File: config.mk
export PLATFORM = sky130hd
export DESIGN_NAME = seq_left_shifter
export DESIGN_NICKNAME = d
export VERILOG_FILES = /design/src/rtl/seq_left_shifter.sv
export SDC_FILE = /design/constraint.sdc
export NUM_CORES = 1
export LEC_CHECK = 0
export ABC_AREA = 1
export CAP_MARGIN = 10
export CORE_MARGIN = 2
export CORE_UTILIZATION = 35
export CTS_BUF_LIST = sky130_fd_sc_hd__clkbuf_8
export DETAILED_ROUTE_END_ITERATION = 16
export PLACE_DENSITY_LB_ADDON = 0.15
export SYNTH_ARGS = -nofsm -noshare
export SYNTH_HDL_FRONTEND = slang
export SYNTH_SLANG_ARGS = --single-unit
File: constraint.sdc
create_clock -name clock -period 1.6 [get_ports clock]
set_clock_uncertainty 0.15 [all_clocks]
set_input_delay 0.32 -clock clock [delete_from_list [all_inputs] [get_ports clock]]
set_output_delay 0.32 -clock clock [all_outputs]
set_load 0.1 [all_outputs]
File: src/rtl/seq_left_shifter.sv
// ============================================================================
// Module      : seq_left_shifter
// Description : Multi-cycle logical left shifter. It shifts by 2 per cycle and
//               by 1 on an odd remainder, under a start/ready/busy/done handshake.
// Revision    : 1.0 - initial release
// ============================================================================
`default_nettype none

module seq_left_shifter #(
  parameter int WIDTH   = 32,
  parameter int SHAMT_W = 5
) (
  input  logic               clock,
  input  logic               reset,
  input  logic               start,
  input  logic [WIDTH-1:0]   data_in,
  input  logic [SHAMT_W-1:0] shamt,
  output logic               ready,
  output logic               busy,
  output logic               done,
  output logic [WIDTH-1:0]   data_result
);

  typedef enum logic [1:0] {
    S_IDLE  = 2'd0,
    S_SHIFT = 2'd1,
    S_DONE  = 2'd2
  } state_t;

  localparam logic [SHAMT_W-1:0] c_TWO  = SHAMT_W'(2);
  localparam logic [SHAMT_W-1:0] c_ZERO = '0;

  state_t             r_state;
  state_t             w_state_next;
  logic [WIDTH-1:0]   r_data;
  logic [WIDTH-1:0]   w_data_next;
  logic [SHAMT_W-1:0] r_count;
  logic [SHAMT_W-1:0] w_count_next;
  logic               w_accept;

  assign w_accept = (r_state == S_IDLE) && start;

  always_ff @(posedge clock or negedge reset) begin
    if (!reset) begin
      r_state <= S_IDLE;
    end else begin
      r_state <= w_state_next;
    end
  end

  always_ff @(posedge clock or negedge reset) begin
    if (!reset) begin
      r_data  <= '0;
      r_count <= '0;
    end else begin
      r_data  <= w_data_next;
      r_count <= w_count_next;
    end
  end

  // Shift amounts at or beyond WIDTH naturally drain the register to zero.
  always_comb begin
    w_state_next = r_state;
    w_data_next  = r_data;
    w_count_next = r_count;
    case (r_state)
      S_IDLE: begin
        if (w_accept) begin
          w_data_next  = data_in;
          w_count_next = shamt;
          w_state_next = (shamt != c_ZERO) ? S_SHIFT : S_DONE;
        end
      end
      S_SHIFT: begin
        if (r_count >= c_TWO) begin
          w_data_next  = r_data << 2;
          w_count_next = r_count - c_TWO;
        end else begin
          w_data_next  = r_data << 1;
          w_count_next = c_ZERO;
        end
        if (w_count_next == c_ZERO) begin
          w_state_next = S_DONE;
        end
      end
      S_DONE: begin
        w_state_next = S_IDLE;
      end
      default: begin
        w_state_next = S_IDLE;
      end
    endcase
  end

  assign ready       = (r_state == S_IDLE);
  assign busy        = (r_state == S_SHIFT);
  assign done        = (r_state == S_DONE);
  assign data_result = r_data;

endmodule

`default_nettype wire
After elaboration in Yosys (flattened, before gate mapping)
Cells that the tools add are included.
Widths: inputs -> output; s select.
{"block": "word_totals", "regBits": 39, "input_bits": 40, "out_inout_bits": 35}
{"block": "op_classes", "n_addsub": 1, "n_lt_le_gt_ge": 1, "n_eq_ne": 4, "muxes": 11, "reduce_logical": 7}
{"cell": "$mux 32", "count": 2}
{"cell": "$pmux 32 s2", "count": 1}
{"cell": "$mux 5", "count": 3}
{"cell": "$pmux 5 s2", "count": 1}
{"cell": "$mux 2", "count": 3}
{"cell": "$ge 5x2->1 const B", "count": 1}
{"cell": "$logic_not 5->1", "count": 1}
{"cell": "$reduce_bool 5->1", "count": 1}
{"cell": "$sub 5x2->5 const B", "count": 1}
{"cell": "$ne 2x1->1 const B", "count": 2}
{"cell": "$pmux 2 s2", "count": 1}
{"cell": "$reduce_and 2->1", "count": 2}
{"cell": "$eq 2x1->1 const B", "count": 1}
{"cell": "$eq 2x2->1 const B", "count": 1}
{"cell": "$logic_not 2->1", "count": 1}
{"cell": "$reduce_bool 2->1", "count": 1}
{"cell": "$logic_and 1x1->1", "count": 1}

Depth between registers and ports, before layout
Gate-level depths: netlist of run 1.
{"block": "logic_depth", "word_depth": 6, "depth_mapped": 9, "depth_no_buf": 9}

Least setup slack after synthesis of run 1
OpenSTA, ideal clock, no wires.
{"block": "synth_path", "path_type": "reg-to-output", "start": "reg r_state[0]", "end": "out done", "arrival_time_ns": 1.723, "required_time_ns": 1.130, "slack_ns": -0.593, "path_stages_with_launch": 2, "path_cell_list": "dfrtp_1 nor2_1"}
{"block": "synth_via", "elab_chain_cells": 1}
{"element": "start, declared", "line_no": "33", "source": "state_t r_state;"}
{"element": "start signal, assigned", "line_no": "47", "source": "r_state <= w_state_next;"}
{"element": "$eq 2x2->1", "line_no": "97", "source": "assign done = (r_state == S_DONE);"}
{"element": "end, declared", "line_no": "20", "source": "output logic done,"}
Every way passes these cells.

Worst setup path after layout of run 1
{"block": "layout_path", "start": "reg r_state[1]", "end": "out busy"}
{"block": "layout_via", "elab_chain_cells": 1}
{"element": "$eq 2x1->1", "line_no": "96", "source": "assign busy = (r_state == S_SHIFT);"}
{"element": "end, declared", "line_no": "19", "source": "output logic busy,"}
Every way passes these cells.

==> results of run 1 <==
registers in the layout, indices dropped and copies added, names as in the netlist:
signal	cells
data_result	32
r_count	5
r_state	2
through the flow:
step | util (%) | TNS [ns]
6_report | 58.7 | -0.00689
5_1_grt | 58.7 | -1.73
4_1_cts | 56.9 | -0.00831
3_5_place_dp | 53.6 | -2.19
3_3_place_gp | 53.6 | -1.12
2_1_floorplan | - | -0.489
synth_stat cells:
cell       n
inv_2      2
dfrtp_1   39
clkbuf_1   6
nand2_1   49
a21oi_2   20
nand3_2   20
buf_2     10
nand2_4    2
nor2_4     1
nor2_1    37
ha_1       1
inv_1     42
buf_12     2
o21ai_0   40
nand2_2    3
a21oi_1   15
o22ai_1    1
buf_6      2
buf_4      3
nand3_1   45
o21ai_1    1
nand4_1    1
final cells by class:
type | count | area (µm²) | share of cell area, %
Clock inverter | 2 | 35.0 | 0.831
Multi-Input combinational cell | 236 | 1440 | 34.2
Inverter | 44 | 175 | 4.16
Clock buffer | 6 | 82.6 | 1.96
Timing Repair Buffer | 104 | 1380 | 32.7
Sequential cell | 39 | 977 | 23.2
Tap cell | 99 | 124 | 2.94
worst min-delay path by stage:
stage	start	end	slack, ns	depth (start not counted)
floorplan	reset	data_result[0]	-0.13	0
global placement	reset	data_result[17]	0.12	1
detailed placement	reset	data_result[17]	0.13	1
CTS	reset	data_result[23]	0.35	2
global route	reset	data_result[24]	0.38	2
finish	reset	data_result[18]	0.34	2
timing repair:
action | 4_1_cts | 5_1_grt
setup endpoints to repair | 34 | 39
pin swaps | 6 | 15
hold buffers | 1 | 0
resized for setup | 22 | 32
setup buffers | 5 | 1
hold endpoints to repair | 16 | 0
cell families (layout without fill, tap and decap cells):
family / after synthesis / count (layout) / share of synthesized area, %
and+or+nand+nor: 158 / 158 / 31.3
AOI/OAI and AO/OA: 77 / 77 / 17.9
adders and majority gates: 1 / 1 / 0.485
buffers and inverters: 67 / 156 / 12.5
DFF: 39 / 39 / 37.8
cell usage in the layout, fill, tap and decap left out:
cell type / synthesis / final
buf_2: 10 / 1
nand3_2: 20 / 27
a21oi_2: 20 / 28
clkdlybuf4s50_1: 0 / 38
bufinv_16: 0 / 1
inv_2: 2 / 3
clkinv_2: 0 / 1
buf_12: 2 / 38
inv_1: 42 / 39
o21ai_0: 40 / 40
buf_4: 3 / 19
nand3_1: 45 / 38
nor2_4: 1 / 5
dlygate4sd3_1: 0 / 1
dfrtp_2: 0 / 1
inv_4: 0 / 1
clkbuf_8: 0 / 6
nand2_1: 49 / 38
buf_6: 2 / 7
nor2_1: 37 / 33
dfrtp_1: 39 / 38
o21ai_1: 1 / 1
nand4_1: 1 / 1
nand2_4: 2 / 6
a21oi_1: 15 / 7
ha_4: 0 / 1
inv_8: 0 / 1
o22ai_2: 0 / 1
nand2_2: 3 / 10
per-layer routing:
layer | up-vias | part of all wire, % | GRT usage [%]
met5 | - | 0 | 0
met4 | 0 | 1.2 | 5.13
met3 | 7 | 4.8 | 3.60
met2 | 68 | 47 | 30.6
met1 | 1244 | 47 | 23.4
li1 | 1290 | - | -
worst max-delay path, stage by stage, from the launching register on:
cell and delay (ns):
dfrtp_1 0.41, inv_2 0.11, nand2_4 0.09, inv_8 0.07
buf_12 0.16
==> summary.md, run 1 <==
| Metric | Value |
|---|---|
| Mapped Avg Cell Area | 7.54 µm² |
| Fillers | 637 |
| Core Area | 0.00718 mm² |
| Setup crit end kind | output port |
| CTS root buffer | clkbuf_8 |
| Total number of vias | 2609 |
| DRC violations left | 0 |
| Final WL | 6990 µm |
| Reg2reg end | data_result[28] |
| Initial antenna violation count | 0 |
| Routed Antenna Nets | 0 |
| Largest net degree at the start of global routing | 35 |
| Area after DPL | 0.00385 mm² |
| Setup crit end | busy |
| Crit path DAT | 1.14 ns |
| Final hold vios | 0 |
| Drt first pass iters | 4 |
| Final WS setup | -0.00689 ns |
| Dpl ws | -0.0948 ns |
| Grt ovf | 0 |
| Reg clk slew, reported paths | 0.08 ns |
| Seq/Total Area, Yosys | 37.8% |
| Worst-Skew Late Latency | 0.30 ns |
| Reg2reg path depth | 9 |
| Row cnt | 31 |
| PortBufs | 74 |
| Die Wd | 89.9 µm |
| Max_slew headroom | 71.8% |
| Routed length per instance | 13.2 µm |
| Share of the synthesized area in the top cell type | 37.8% |
| Seq cells post-synth | 39 |
| Least-Margin Pin Slew | 0.423 ns |
| Area delta synth->final | 63.3% |
| Share of layout cells above drive strength 1 | 36.4% |
| Highest clock rate | 0.622 GHz |
| Reg2reg start | r_count[1] |
| Finished Layout Cells | 530 |
| Hold slack | 0.335 ns |
| Mapped Nets | 383 |
| Starting DRT DRC Count | 140 |
| CTS Sinks | 39 |
| Post-synthesis cell area | 0.00258 mm² |
| Fin crit share | 100% |
| Htree depth | 2 |
| CTS tree | built |
| Vias in the first global route | 2655 |
| Inst Count DP | 515 |
| Setup crit start | r_state[1] |
| Detailed Place HPWL | 4970 µm |
| GRT Total Usage | 18.0% |
| Final GP Congestion | 0.802 |
| Synth warn | 0 |
| Critical path peak fanout | 4 |
| Worst-case clock buffer depth | 2 |
| RSZ-0062 raised after global routing | true |
| Crit start category | flop |
| Post-route design area | 0.00421 mm² |
| Status | finished, violations left |
| Slew Viols, Final | 0 |
| HP Class | in -> async |
| Synth Instances | 342 |
| Failing checks | negative setup slack |
| Die Y | 89.9 µm |
| Setup Viol. Count Final | 1 |
| CP required | 1.13 ns |
| Vias per std cell | 4.92 |
| IO Pins | 75 |
| R2r setup slk | 0.04 ns |
| Global-route wire length before repair | 12400 µm |
| Area contributors post-synth | dfrtp_1 38%, nand3_1 8.7%, nand3_2 7.8% |
| Initial Util | 36.0% |
| Final min period | 1.61 ns |
| Max Cap Viol | 0 |
| Inserted Diodes | 0 |
| Post-synth cell types | 22 |
| Num CTS Buffers | 5 |
| Setup Crit Path Kind | reg -> out |
| Yosys top cell by area | dfrtp_1 |
| Nets | 471 |
| Die area | 0.00807 mm² |
Power of run 1 is not shown: default switching activity piles up to over one toggle a cycle in this logic, so the estimate is an artifact.
==> inputs of run 2 (changes only) <==
==> constraint.sdc (replaced) <==
create_clock -name clock -period 1.8 [get_ports clock]
set_clock_uncertainty 0.15 [all_clocks]
set_input_delay 0.36 -clock clock [delete_from_list [all_inputs] [get_ports clock]]
set_output_delay 0.36 -clock clock [all_outputs]
set_load 0.1 [all_outputs]
==> run 2 against run 1 <==
Net effect:
- utilization shrank 4.3 points
- cell area shrank 7.3%
- largest cell class unchanged
- cell count is 3.0% lower
- first-iteration DRC count increased by 19%
- via count shrank 4.6%
- non-clock buffer count is 17 lower
- the flow now finishes without violations
==> summary.md, run 2 (same netlist as run 1, synthesis figures left out) <==
| Metric | Value |
|---|---|
| Status | complete, no violations |
| Detailed Place HPWL | 4720 µm |
| Final hold vios | 0 |
| Inserted Diodes | 0 |
| Nets | 455 |
| Routed length per instance | 13.1 µm |
| Final min period | 1.74 ns |
| Grt ovf | 0 |
| Area of the multi-input gates | 0.00130 mm² |
| Share of layout cells above drive strength 1 | 25.5% |
| Area delta synth->final | 51.5% |
| Worst-Skew Late Latency | 0.29 ns |
| Total number of vias | 2489 |
| Inst Count DP | 502 |
| Max Cap Viol | 0 |
| Finished Layout Cells | 514 |
| Core Area | 0.00718 mm² |
| Vias in the first global route | 2475 |
| Setup crit end kind | output port |
| RSZ-0062 raised after global routing | true |
| Largest net degree at the start of global routing | 36 |
| Commonest non-fill, non-tap cell in the layout | nand2_1 |
| CTS Sinks | 39 |
| Reg area | 977 µm² |
| CTS root buffer | clkbuf_8 |
| IO Pins | 75 |
| CP required | 1.29 ns |
| CTS tree | built |
| Least-Margin Pin Slew | 0.439 ns |
| Die Y | 89.9 µm |
| Initial Util | 36.0% |
| Routed Antenna Nets | 0 |
| Vias per std cell | 4.84 |
| Row cnt | 31 |
| Drt first pass iters | 4 |
| GRT Total Usage | 17.4% |
| Setup Viol. Count Final | 0 |
| Dpl ws | 0.0556 ns |
| HP Class | in -> async |
| Slew Viols, Final | 0 |
| Critical path peak fanout | 10 |
| Fin crit share | 96.9% |
| Die Wd | 89.9 µm |
| Largest register FFs | 32 |
| DRC violations left | 0 |
| Die area | 0.00807 mm² |
| Crit path DAT | 1.23 ns |
| Reg clk slew, reported paths | 0.07 ns |
| PortBufs | 74 |
| Global-route wire length before repair | 11700 µm |
| Final WS setup | 0.0555 ns |
| Htree depth | 2 |
| Final WL | 6740 µm |
| Worst-case clock buffer depth | 2 |
| Highest clock rate | 0.573 GHz |
| Fillers | 691 |
| Num CTS Buffers | 5 |
| Reg2reg path depth | 9 |
| Starting DRT DRC Count | 166 |
| Max_slew headroom | 70.7% |
| Initial antenna violation count | 0 |
| Setup Crit Path Kind | reg -> out |
| Commonest non-fill, non-tap cells in the layout | 49 x nand2_1, 45 x nand3_1, 42 x inv_1 |
| Final GP Congestion | 0.854 |
| Crit start category | flop |
-- run 2: changes by cell type in the layout (fill, tap and decap cells not counted), sizes merged --
cell / previous run / this run
buf: 65 / 48
bufinv: 1 / 0
clkbuf: 6 / 7
clkinv: 1 / 0
inv: 44 / 45
nand2: 54 / 55
-- run 2: what timing repair did --
item | in CTS | in global routing
setup endpoints to repair | 1 | 12
endpoints found under the hold margin | 17 | 0
cloned | 1 | 0
hold buffers | 1 | 0
resized for setup | 3 | 3
pin swaps | 1 | 0
buffers inserted | 2 | 0
-- run 2: per-layer routing --
layer	vias to the layer above	share of wire (%)	track usage [%]
li1	1264	-	-
met1	1144	48	23.9
met2	72	45	27.7
met4	0	1.3	4.87
met5	-	0	0
met3	9	5.4	4.02
-- run 2: stage by stage --
stage / hold WS [ns] / setup TNS [ns] / utilization, % / cell area (µm²)
finish: 0.390 / 0 / 54.5 / 3910
global route: 0.421 / -0.0256 / 54.5 / 3910
CTS: 0.402 / 0 / 54.2 / 3890
detailed placement: 0.187 / 0 / 52.4 / 3760
global placement: 0.186 / 0 / 52.4 / 3760
floorplan: -0.0856 / -0.866 / - / 2580
-- run 2: path summary, 6_finish.rpt --
kind                       startpoint         endpoint  slack [ns]
setup / recovery           r_state[0]             busy        0.06
min in group clock         r_count[3]       r_count[3]        0.42
hold / removal                  reset  data_result[26]        0.39
hold reg to reg            r_count[3]       r_count[3]        0.42
setup reg to reg           r_count[1]       r_state[0]        0.13
max in group asynchronous       reset  data_result[30]        0.65
-- run 2: cell type report --
class                           count  share of cell area, %
Multi-Input combinational cell    237                   33.2
Timing Repair Buffer               87                   31.7
Sequential cell                    39                   25.0
Inverter                           44                   4.35
Tap cell                           99                   3.17
Clock buffer                        7                   2.47
Clock inverter                      1                 0.0961
-- run 2: critical path, stage by stage, from the launching register on --
cell	delay, ns
dfrtp_2	0.49
nand2_4	0.16
inv_6	0.11
buf_12	0.17
Power of run 2 is left out for the same reason.
